**src/rtl/audio_mode_ctrl_if.sv**
```systemverilog
// Signal bundle between the record/playback sequencer (slave) and the board,
// codec and RAM bridge around it (master).
interface audio_mode_ctrl_if #(
   parameter int ADDR_W = 26
) ();
   logic              key_rec_n;
   logic              key_play_n;
   logic              key_stop_n;
   logic              loop_en;
   logic              s_end;
   logic              s_req;
   logic              rdy;
   logic [ADDR_W-1:0] max_ram_address;
   logic              write;
   logic              read;
   logic [ADDR_W-1:0] address;
   logic [ADDR_W-1:0] rec_length;
   logic [1:0]        mode;
   logic              overflow;
   logic [7:0]        drop_count;

   modport master (
      output key_rec_n, key_play_n, key_stop_n, loop_en, s_end, s_req, rdy,
             max_ram_address,
      input  write, read, address, rec_length, mode, overflow, drop_count
   );

   modport slave (
      input  key_rec_n, key_play_n, key_stop_n, loop_en, s_end, s_req, rdy,
             max_ram_address,
      output write, read, address, rec_length, mode, overflow, drop_count
   );
endinterface

```
**src/rtl/audio_mode_ctrl.sv**
```systemverilog
// Record/playback sequencer: debounces board keys, turns codec sample strobes
// into one-cycle write/read commands, and owns the sample address / length.
module audio_mode_ctrl #(
   parameter int ADDR_W          = 26,
   parameter int DEBOUNCE_CYCLES = 1000000
) (
   input logic              clk,
   input logic              reset,
   audio_mode_ctrl_if.slave bus
);
   localparam logic [1:0] MODE_IDLE   = 2'd0;
   localparam logic [1:0] MODE_RECORD = 2'd1;
   localparam logic [1:0] MODE_PLAY   = 2'd2;

   localparam int               CNT_W    = $clog2(DEBOUNCE_CYCLES + 1);
   localparam logic [CNT_W-1:0] CNT_LAST = CNT_W'(DEBOUNCE_CYCLES - 1);

   localparam int KEY_REC  = 0;
   localparam int KEY_PLAY = 1;
   localparam int KEY_STOP = 2;

   logic [2:0] key_raw;
   logic [2:0] press;
   logic [1:0] strobe_raw;
   logic [1:0] strobe_evt;

   assign key_raw    = {bus.key_stop_n, bus.key_play_n, bus.key_rec_n};
   assign strobe_raw = {bus.s_req, bus.s_end};

   genvar gi;
   generate
      for (gi = 0; gi < 3; gi++) begin : g_key
         logic [1:0]       sync_reg;
         logic             stable_reg;
         logic [CNT_W-1:0] cnt_reg;
         logic             press_reg;

         // Synchronizers start at the released level so reset never looks like a press.
         always_ff @(posedge clk) begin
            if (reset) begin
               sync_reg   <= 2'b11;
               stable_reg <= 1'b1;
               cnt_reg    <= '0;
               press_reg  <= 1'b0;
            end else begin
               sync_reg  <= {sync_reg[0], key_raw[gi]};
               press_reg <= 1'b0;
               if (sync_reg[1] == stable_reg) begin
                  cnt_reg <= '0;
               end else if (cnt_reg == CNT_LAST) begin
                  cnt_reg    <= '0;
                  stable_reg <= sync_reg[1];
                  press_reg  <= ~sync_reg[1];
               end else begin
                  cnt_reg <= cnt_reg + 1'b1;
               end
            end
         end

         assign press[gi] = press_reg;
      end

      for (gi = 0; gi < 2; gi++) begin : g_strobe
         logic [2:0] sync_reg;

         always_ff @(posedge clk) begin
            if (reset) begin
               sync_reg <= '0;
            end else begin
               sync_reg <= {sync_reg[1:0], strobe_raw[gi]};
            end
         end

         assign strobe_evt[gi] = sync_reg[1] & ~sync_reg[2];
      end
   endgenerate

   logic              press_stop;
   logic              start_rec;
   logic              start_play;
   logic              end_evt;
   logic              req_evt;
   logic [1:0]        mode_reg;
   logic [ADDR_W-1:0] address_reg;
   logic [ADDR_W-1:0] rec_length_reg;
   logic              overflow_reg;
   logic              write_reg;
   logic              read_reg;
   logic [7:0]        drop_reg;
   logic [ADDR_W-1:0] address_next;

   assign press_stop   = press[KEY_STOP];
   assign start_rec    = press[KEY_REC] & ~press[KEY_STOP];
   assign start_play   = press[KEY_PLAY] & ~press[KEY_REC] & ~press[KEY_STOP];
   assign end_evt      = strobe_evt[0];
   assign req_evt      = strobe_evt[1];
   assign address_next = address_reg + 1'b1;

   // The address advances in the cycle after a write/read pulse, so the pulse
   // always carries the slot it refers to. Two strobe events are never adjacent.
   always_ff @(posedge clk) begin
      if (reset) begin
         mode_reg       <= MODE_IDLE;
         address_reg    <= '0;
         rec_length_reg <= '0;
         overflow_reg   <= 1'b0;
         write_reg      <= 1'b0;
         read_reg       <= 1'b0;
         drop_reg       <= '0;
      end else begin
         write_reg <= 1'b0;
         read_reg  <= 1'b0;
         case (mode_reg)
            MODE_IDLE: begin
               if (start_rec) begin
                  mode_reg       <= MODE_RECORD;
                  address_reg    <= '0;
                  rec_length_reg <= '0;
                  overflow_reg   <= 1'b0;
                  drop_reg       <= '0;
               end else if (start_play && rec_length_reg != '0) begin
                  mode_reg    <= MODE_PLAY;
                  address_reg <= '0;
               end
            end

            MODE_RECORD: begin
               if (press_stop) begin
                  mode_reg <= MODE_IDLE;
                  if (write_reg) begin
                     address_reg    <= address_next;
                     rec_length_reg <= address_next;
                  end
               end else if (start_rec) begin
                  address_reg    <= '0;
                  rec_length_reg <= '0;
                  overflow_reg   <= 1'b0;
                  drop_reg       <= '0;
               end else if (write_reg) begin
                  address_reg    <= address_next;
                  rec_length_reg <= address_next;
                  if (address_next >= bus.max_ram_address) begin
                     overflow_reg <= 1'b1;
                     mode_reg     <= MODE_IDLE;
                  end
               end else if (end_evt) begin
                  if (bus.rdy) begin
                     write_reg <= 1'b1;
                  end else if (drop_reg != 8'hFF) begin
                     drop_reg <= drop_reg + 1'b1;
                  end
               end
            end

            MODE_PLAY: begin
               if (press_stop) begin
                  mode_reg    <= MODE_IDLE;
                  address_reg <= '0;
               end else if (start_rec) begin
                  mode_reg       <= MODE_RECORD;
                  address_reg    <= '0;
                  rec_length_reg <= '0;
                  overflow_reg   <= 1'b0;
                  drop_reg       <= '0;
               end else if (start_play) begin
                  address_reg <= '0;
               end else if (read_reg) begin
                  if (address_next >= rec_length_reg) begin
                     address_reg <= '0;
                     if (!bus.loop_en) begin
                        mode_reg <= MODE_IDLE;
                     end
                  end else begin
                     address_reg <= address_next;
                  end
               end else if (req_evt) begin
                  if (bus.rdy) begin
                     read_reg <= 1'b1;
                  end else if (drop_reg != 8'hFF) begin
                     drop_reg <= drop_reg + 1'b1;
                  end
               end
            end

            default: begin
               mode_reg <= MODE_IDLE;
            end
         endcase
      end
   end

   assign bus.write      = write_reg;
   assign bus.read       = read_reg;
   assign bus.address    = address_reg;
   assign bus.rec_length = rec_length_reg;
   assign bus.mode       = mode_reg;
   assign bus.overflow   = overflow_reg;
   assign bus.drop_count = drop_reg;
endmodule

```
**src/flat_wrapper.sv**
```systemverilog
// flat-port wrapper written by rule: the top's interface ports become plain ports
module audio_mode_ctrl_flat 
#(
   parameter int ADDR_W          = 26,
   parameter int DEBOUNCE_CYCLES = 1000000
)
  (clk, reset, bus_key_rec_n, bus_key_play_n, bus_key_stop_n, bus_loop_en, bus_s_end, bus_s_req, bus_rdy, bus_max_ram_address, bus_write, bus_read, bus_address, bus_rec_length, bus_mode, bus_overflow, bus_drop_count);
  audio_mode_ctrl_if #(.ADDR_W(ADDR_W)) bus_i ();
  input logic clk;
  input logic reset;
  input wire logic [$bits(bus_i.key_rec_n)-1:0] bus_key_rec_n;
  input wire logic [$bits(bus_i.key_play_n)-1:0] bus_key_play_n;
  input wire logic [$bits(bus_i.key_stop_n)-1:0] bus_key_stop_n;
  input wire logic [$bits(bus_i.loop_en)-1:0] bus_loop_en;
  input wire logic [$bits(bus_i.s_end)-1:0] bus_s_end;
  input wire logic [$bits(bus_i.s_req)-1:0] bus_s_req;
  input wire logic [$bits(bus_i.rdy)-1:0] bus_rdy;
  input wire logic [$bits(bus_i.max_ram_address)-1:0] bus_max_ram_address;
  output wire logic [$bits(bus_i.write)-1:0] bus_write;
  output wire logic [$bits(bus_i.read)-1:0] bus_read;
  output wire logic [$bits(bus_i.address)-1:0] bus_address;
  output wire logic [$bits(bus_i.rec_length)-1:0] bus_rec_length;
  output wire logic [$bits(bus_i.mode)-1:0] bus_mode;
  output wire logic [$bits(bus_i.overflow)-1:0] bus_overflow;
  output wire logic [$bits(bus_i.drop_count)-1:0] bus_drop_count;
  assign bus_i.key_rec_n = bus_key_rec_n;
  assign bus_i.key_play_n = bus_key_play_n;
  assign bus_i.key_stop_n = bus_key_stop_n;
  assign bus_i.loop_en = bus_loop_en;
  assign bus_i.s_end = bus_s_end;
  assign bus_i.s_req = bus_s_req;
  assign bus_i.rdy = bus_rdy;
  assign bus_i.max_ram_address = bus_max_ram_address;
  assign bus_write = bus_i.write;
  assign bus_read = bus_i.read;
  assign bus_address = bus_i.address;
  assign bus_rec_length = bus_i.rec_length;
  assign bus_mode = bus_i.mode;
  assign bus_overflow = bus_i.overflow;
  assign bus_drop_count = bus_i.drop_count;
  audio_mode_ctrl #(.ADDR_W(ADDR_W), .DEBOUNCE_CYCLES(DEBOUNCE_CYCLES)) u_core (.clk(clk), .reset(reset), .bus(bus_i));
endmodule
```
**config.mk**
```make
export PLATFORM = sky130hd
export DESIGN_NAME = audio_mode_ctrl_flat
export DESIGN_NICKNAME = d
export VERILOG_FILES = /design/src/rtl/audio_mode_ctrl_if.sv /design/src/rtl/audio_mode_ctrl.sv /design/src/flat_wrapper.sv
export SDC_FILE = /design/constraint.sdc
export NUM_CORES = 1
export LEC_CHECK = 0
export ABC_CLOCK_PERIOD_IN_PS = 3650
export BUFFER_PORTS_ARGS = -buffer_cell sky130_fd_sc_hd__buf_2
export CAP_MARGIN = 10
export CORE_ASPECT_RATIO = 0.75
export CORE_MARGIN = 10
export CORE_UTILIZATION = 35
export CTS_CLUSTER_DIAMETER = 40
export DETAILED_ROUTE_END_ITERATION = 6
export PLACE_DENSITY = 0.52
export SLEW_MARGIN = 10
export SYNTH_ARGS = -nofsm -noshare
export SYNTH_HDL_FRONTEND = slang
export SYNTH_SLANG_ARGS = --single-unit
```
**constraint.sdc**
```tcl
create_clock -name clk -period 3.65 [get_ports clk]
set_input_delay 0.73 -clock clk [delete_from_list [all_inputs] [get_ports clk]]
set_output_delay 0.73 -clock clk [all_outputs]
set_load 0.005 [all_outputs]
```
# After elaboration in Yosys (flattened, before gate mapping)
# Index checks and enable logic that the tools add are counted.
dict set report op_classes {
  n_addsub 5
  magnitude_cmp 2
  n_eq_ne 28
  muxes 51
  bitwise 22
  n_reduce_logical 20
}
# op count
set ops {}
lappend ops {{$mux W26} 15}
lappend ops {{$pmux W26 S3} 2}
lappend ops {{$mux W8} 12}
lappend ops {{$add A20 B1 Y20 const B} 3}
lappend ops {{$eq A20 B20 Y1 const B} 3}
lappend ops {{$ge A26 B26 Y1} 2}
lappend ops {{$add A26 B1 Y26 const B} 1}
lappend ops {{$reduce_bool A26 Y1} 1}
lappend ops {{$mux W2} 12}
lappend ops {{$pmux W8 S3} 1}
lappend ops {{$ne A3 B1 Y1 const B} 7}
lappend ops {{$reduce_or A3 Y1} 6}
lappend ops {{$not A1 Y1} 17}
lappend ops {{$ne A3 B2 Y1 const B} 4}
lappend ops {{$reduce_and A9 Y1} 1}
lappend ops {{$add A8 B1 Y8 const B} 1}
lappend ops {{$ne A4 B1 Y1 const B} 2}
lappend ops {{$ne A4 B2 Y1 const B} 2}
lappend ops {{$ne A8 B8 Y1 const B} 1}
lappend ops {{$reduce_and A2 Y1} 4}
lappend ops {{$reduce_and A8 Y1} 1}
lappend ops {{$mux W1} 7}
lappend ops {{$reduce_or A7 Y1} 1}
lappend ops {{$pmux W2 S3} 1}
lappend ops {{other kinds (14)} 21}
dict set report word_totals {
  reg_bits 143
  in_bits 35
  output_inout_bits 65
  word_cells 149
}

# Depth between registers and ports, before layout
dict set report depth {
  ltp_word 9
  depth_mapped 16
  depth_no_buf 13
}

# Worst setup path before layout
# OpenSTA, ideal clock, no wires.
dict set report synth_path {
  path_kind {reg-to-reg}
  from {register u_core.address_reg[7] (netlist: u_core.bus.address[7])}
  to {register u_core.address_reg[1] (netlist: u_core.bus.address[1])}
  setup_ns 0.117
  t_arrival_ns 3.409
  t_required_ns 3.533
  slack_ns 0.124
  path_stages_with_launch 16
  n_path_buf 3
  synth_period_minus_slack_ns 3.526
  cell_sequence {dfxtp_1 -> clkbuf_1 -> and4_1 -> nand2_1 -> or3_1 -> xnor2_1 -> ha_1 -> nand4_1 -> nor4_1 -> a21oi_1 -> o21ai_0 -> o31ai_4 -> and2_4 -> buf_12 -> buf_12 -> a22o_2}
}
dict set report synth_via {
  elab_chain_cells 8
}
# item line_no
set synth_lines {}
lappend synth_lines {{from (decl)} audio_mode_ctrl.sv:84} ;# logic [ADDR_W-1:0] address_reg;
lappend synth_lines {{from (signal assigned)} audio_mode_ctrl.sv:131} ;# address_reg <= address_next;
lappend synth_lines {{from (signal assigned)} audio_mode_ctrl.sv:140} ;# address_reg <= address_next;
lappend synth_lines {{from (signal assigned)} audio_mode_ctrl.sv:174} ;# address_reg <= address_next;
lappend synth_lines {{$add A26 B1 Y26} audio_mode_ctrl.sv:97} ;# assign address_next = address_reg + 1'b1;
lappend synth_lines {{$ge A26 B26 Y1} audio_mode_ctrl.sv:168} ;# if (address_next >= rec_length_reg) begin
lappend synth_lines {{$mux W26} audio_mode_ctrl.sv:168}
lappend synth_lines {{$mux W26} audio_mode_ctrl.sv:167} ;# end else if (read_reg) begin
lappend synth_lines {{$mux W26} audio_mode_ctrl.sv:165} ;# end else if (start_play) begin
lappend synth_lines {{$mux W26} audio_mode_ctrl.sv:159} ;# end else if (start_rec) begin
lappend synth_lines {{$mux W26} audio_mode_ctrl.sv:156} ;# if (press_stop) begin
lappend synth_lines {{$pmux W26 S3} audio_mode_ctrl.sv:113} ;# case (mode_reg)
# Every way passes these cells. The select of a mux whose other input is x is not followed.
# A chain may end at the register's enable or synchronous reset.

# Worst setup path in the final report
dict set report layout_path {
  from {register u_core.address_reg[10] (netlist: u_core.bus.address[10])}
  to {register u_core.mode_reg[0] (netlist: u_core.bus.mode[0])}
}
dict set report layout_via {
  elab_chain_cells 4
  word_cells_on_any_way 6
  cone_classes {add/sub: 1; order compare: 2; eq/ne: 2; reduce/logical: 1}
}
# item line_no
set layout_lines {}
lappend layout_lines {{$add A26 B1 Y26 (*)} audio_mode_ctrl.sv:97}
lappend layout_lines {{$ge A26 B26 Y1 (on tied branches)} {audio_mode_ctrl.sv:168, audio_mode_ctrl.sv:142}}
lappend layout_lines {{$ne A4 B1 Y1 (no source line) or $ne A3 B1 Y1 (tied branches)} -}
lappend layout_lines {{$reduce_and A8 Y1 (no source line) (*)} -}
lappend layout_lines {{to (signal assigned)} audio_mode_ctrl.sv:103} ;# mode_reg <= MODE_IDLE;
lappend layout_lines {{to (signal assigned)} audio_mode_ctrl.sv:171} ;# mode_reg <= MODE_IDLE;
lappend layout_lines {{to (signal assigned)} audio_mode_ctrl.sv:186} ;# mode_reg <= MODE_IDLE;
lappend layout_lines {{to (decl)} audio_mode_ctrl.sv:83} ;# logic [1:0] mode_reg;
# Every way passes the cells marked *; elsewhere a longest branch is shown, timed or not.

==> results.yml <==
timing:
  setup_viol: 0
  final.period_utilization: 0.9633
  max_slew_margin: 0.5258
  hold_viol: 0
  max_freq_mhz: 284.4
  post-route-min-period_ns: 3.516
  finClkSkew_ns: 0.01465
  tightest_slew_ns: 0.7113
  final.setup.tns_ns: 0
  drv_slew: 0
worst_setup_path:
  cp-startpoint: "u_core.bus.address[10]"
  path_max_fanout: 6
  critPathKind: "reg2reg"
  endpoint: "u_core.bus.mode[0]"
  worstPathRequired_ns: 3.96
  r2r_end: "u_core.bus.mode[0]"
  r2r_setup_slack_ns: 0.13
  crit_path_end_kind: "register"
  rr_worst_depth: 14
  cp-start-kind: "register"
  r2r-start: "u_core.bus.address[10]"
  crit_arrival_ns: 3.82
global_routing:
  track_usage: 0.1472
  gr-total-overflow: 0
  first_global_vias: 6124
  grt_pass1_wl_um: 33060
  antenna_found_initial: 0
  grt_max_degree: 39
yosys:
  synth_cells: 866
  synth_cell_type_count: 64
  yosysWarnings: 0
  synth.avg_cell_area_um2: 8.666
  yosysSeqAreaShare: 0.3815
  syn_nets: 962
  synth_ff_type: "dfxtp_1"
  synth_area_um2: 7505
  synth-edff-count: 0
  ys_ff_latch: 143
  async_flop_share: 0
min_path:
  hp-class: "reg2reg"
die:
  pin_count: 100
  core-area_um2: 21120
  die_area_um2: 27760
  start_util: 0.3553
  rows: 46
  fp.dieW_um: 189.1
  die_y_um: 146.8
final_layout:
  final_cell_mix: "dfxtp_1 (143), nor2_1 (127), buf_2 (99), inv_1 (64), ha_1 (61)"
  drive_gt1_frac: 0.2185
  mostFrequentLayoutCell: "dfxtp_1"
  largest_register_ff_count: 60
  diodes: 0
  fin_area_um2: 9269
  layout.nets: 1099
  area_delta_synth_final_pct: 23.51
  stdcell_count: 1304
clock_tree:
  cts_hold_buffers: 0
  cts_tree: "done"
  path_clk_slew_ns: 0.06
  cts-htree-levels: 4
  clock-sinks: 143
  clk_root_buffer_cell: "clkbuf_16"
  insertion_delay_ns: 0.43
  cts-buffers-inserted: 17
  clk_path_buf_depth: 2
route:
  drtIter0Drc: 473
  via_per_inst: 4.946
  wirelength_um: 20480
  ant_nets: 0
  drtPass1Iterations: 5
  via_count: 6450
  drc_errors: 0
  avgRoutedWirePerCell_um: 15.70
power:
  vdd_ir_drop_max_mv: 0.2966
  powerDensity_nw_per_um2: 386.3
  p_leak_nw: 3.998
place:
  place_area_um2: 8528
  placed_cells: 1267
  dp_hpwl_um: 15550
  portBuffers: 99
  place.gp.congestion: 0.8378
status:
  status: "finished clean"
flow_run:
  maxCapViolCount: 0
## Yosys cell counts, types with 2 or more instances
library cell / instances / area [µm²]
dfxtp_1: 143 / 2863
nor2_1: 128 / 480.5
inv_1: 64 / 240.2
ha_1: 61 / 763.2
nand2_1: 56 / 210.2
xor2_1: 43 / 376.6
nand3_1: 42 / 210.2
xnor2_1: 40 / 350.3
a21oi_1: 33 / 165.2
a22oi_1: 25 / 187.7
nand4_1: 25 / 156.4
and3_1: 20 / 125.1
o21ai_0: 19 / 95.09
clkbuf_1: 18 / 67.56
a22o_2: 17 / 170.2
nor4_1: 12 / 75.07
nor2b_1: 10 / 62.56
nor3_1: 10 / 50.05
and4_1: 8 / 70.07
nand2b_1: 7 / 43.79
or2_2: 7 / 43.79
or3_1: 7 / 43.79
nor4b_1: 6 / 52.55
a211o_1: 5 / 43.79
a21o_1: 5 / 37.54
o31ai_1: 3 / 22.52
a211oi_1: 2 / 15.01
a21boi_0: 2 / 15.01
a221oi_1: 2 / 17.52
a32oi_1: 2 / 17.52
and2_1: 2 / 12.51
buf_12: 2 / 40.04
buf_2: 2 / 10.01
buf_6: 2 / 22.52
mux2i_1: 2 / 20.02
nand3b_1: 2 / 15.01
o21a_1: 2 / 15.01
o22ai_1: 2 / 12.51
o2bb2ai_1: 2 / 17.52
or3b_2: 2 / 17.52
## repair_timing
item / 4_1_cts / 5_1_grt
resized for setup: 0 / 15
endpoints found under the hold margin: 0 / 0
setup endpoints to repair: 0 / 28
setup buffers: 0 / 5
## critical path, cell delays in order (launching register included)
cell     delay (ns)
dfxtp_1        0.38
and4_1         0.22
nand2_1        0.11
buf_4          0.18
nor3_4         0.24
and4_4         0.27
xor2_2         0.26
ha_1           0.17
nand4_1        0.16
nor4_4         0.34
buf_4          0.16
o311a_4        0.21
o21ai_0        0.09
a32oi_1        0.24
mux2_2         0.36
## metrics by stage
stage	hold WS (ns)	setup WS (ns)	total power [mW]	utilization
floorplan	0.3895	0.1236	1.706	-
global placement	0.3970	0.05973	1.763	0.4037
detailed placement	0.3948	0.04787	1.763	0.4037
CTS	0.4101	0.02004	3.623	0.4334
global route	0.4205	-0.03121	3.709	0.4388
finish	0.4092	0.1341	3.581	0.4388
## where the power goes
part	internal [mW]	leakage [nW]	switching [mW]
logic	0.0565	2.54	0.0946
clock network	1.13	0.305	0.722
registers	1.57	1.15	0.00718
## logic make-up (layout without fill, tap and decap cells)
group,Yosys count,after routing,share of synthesized area
buffers and inverters,91,241,0.05335
adders and majority gates,61,61,0.1017
xor gates and xnor gates,83,83,0.09687
and+or+nand+nor,352,352,0.2336
AOI/OAI and AO/OA,133,133,0.1289
DFF,143,143,0.3815
muxes,3,3,0.004168
## layout make-up
| class | count | area [µm²] |
|---|---|---|
| Fill cell | 2104 | 11850 |
| Multi-Input combinational cell | 632 | 4325 |
| Clock buffer | 20 | 456.7 |
| Clock inverter | 12 | 170.2 |
| Tap cell | 288 | 360.3 |
| Sequential cell | 143 | 2863 |
| Timing Repair Buffer | 145 | 853.3 |
| Inverter | 64 | 240.2 |
## routing by layer
layer  vias up  track usage  wire (µm)
li1       3294            -          -
met1      2979       0.2093      10690
met2       160       0.2107       8295
met3        17      0.03832       1234
met4         0      0.04671        253
met5         -            0          0
## how the worst min path moves through the flow
| stage | to | slack [ns] | start | cells after the start |
|---|---|---|---|---|
| global placement | u_core.g_key[1].sync_reg[1] | 0.40 | u_core.g_key[1].sync_reg[0] | 1 |
| detailed placement | u_core.g_key[1].sync_reg[1] | 0.39 | u_core.g_key[1].sync_reg[0] | 1 |
| global route | u_core.g_key[0].sync_reg[1] | 0.42 | u_core.g_key[0].sync_reg[0] | 1 |
| finish | u_core.g_key[1].sync_reg[1] | 0.41 | u_core.g_key[1].sync_reg[0] | 1 |
| floorplan | u_core.g_key[0].sync_reg[1] | 0.39 | u_core.g_key[0].sync_reg[0] | 1 |
| CTS | u_core.g_key[1].sync_reg[1] | 0.41 | u_core.g_key[1].sync_reg[0] | 1 |
Note: power is estimated with default switching activity, not from simulation.
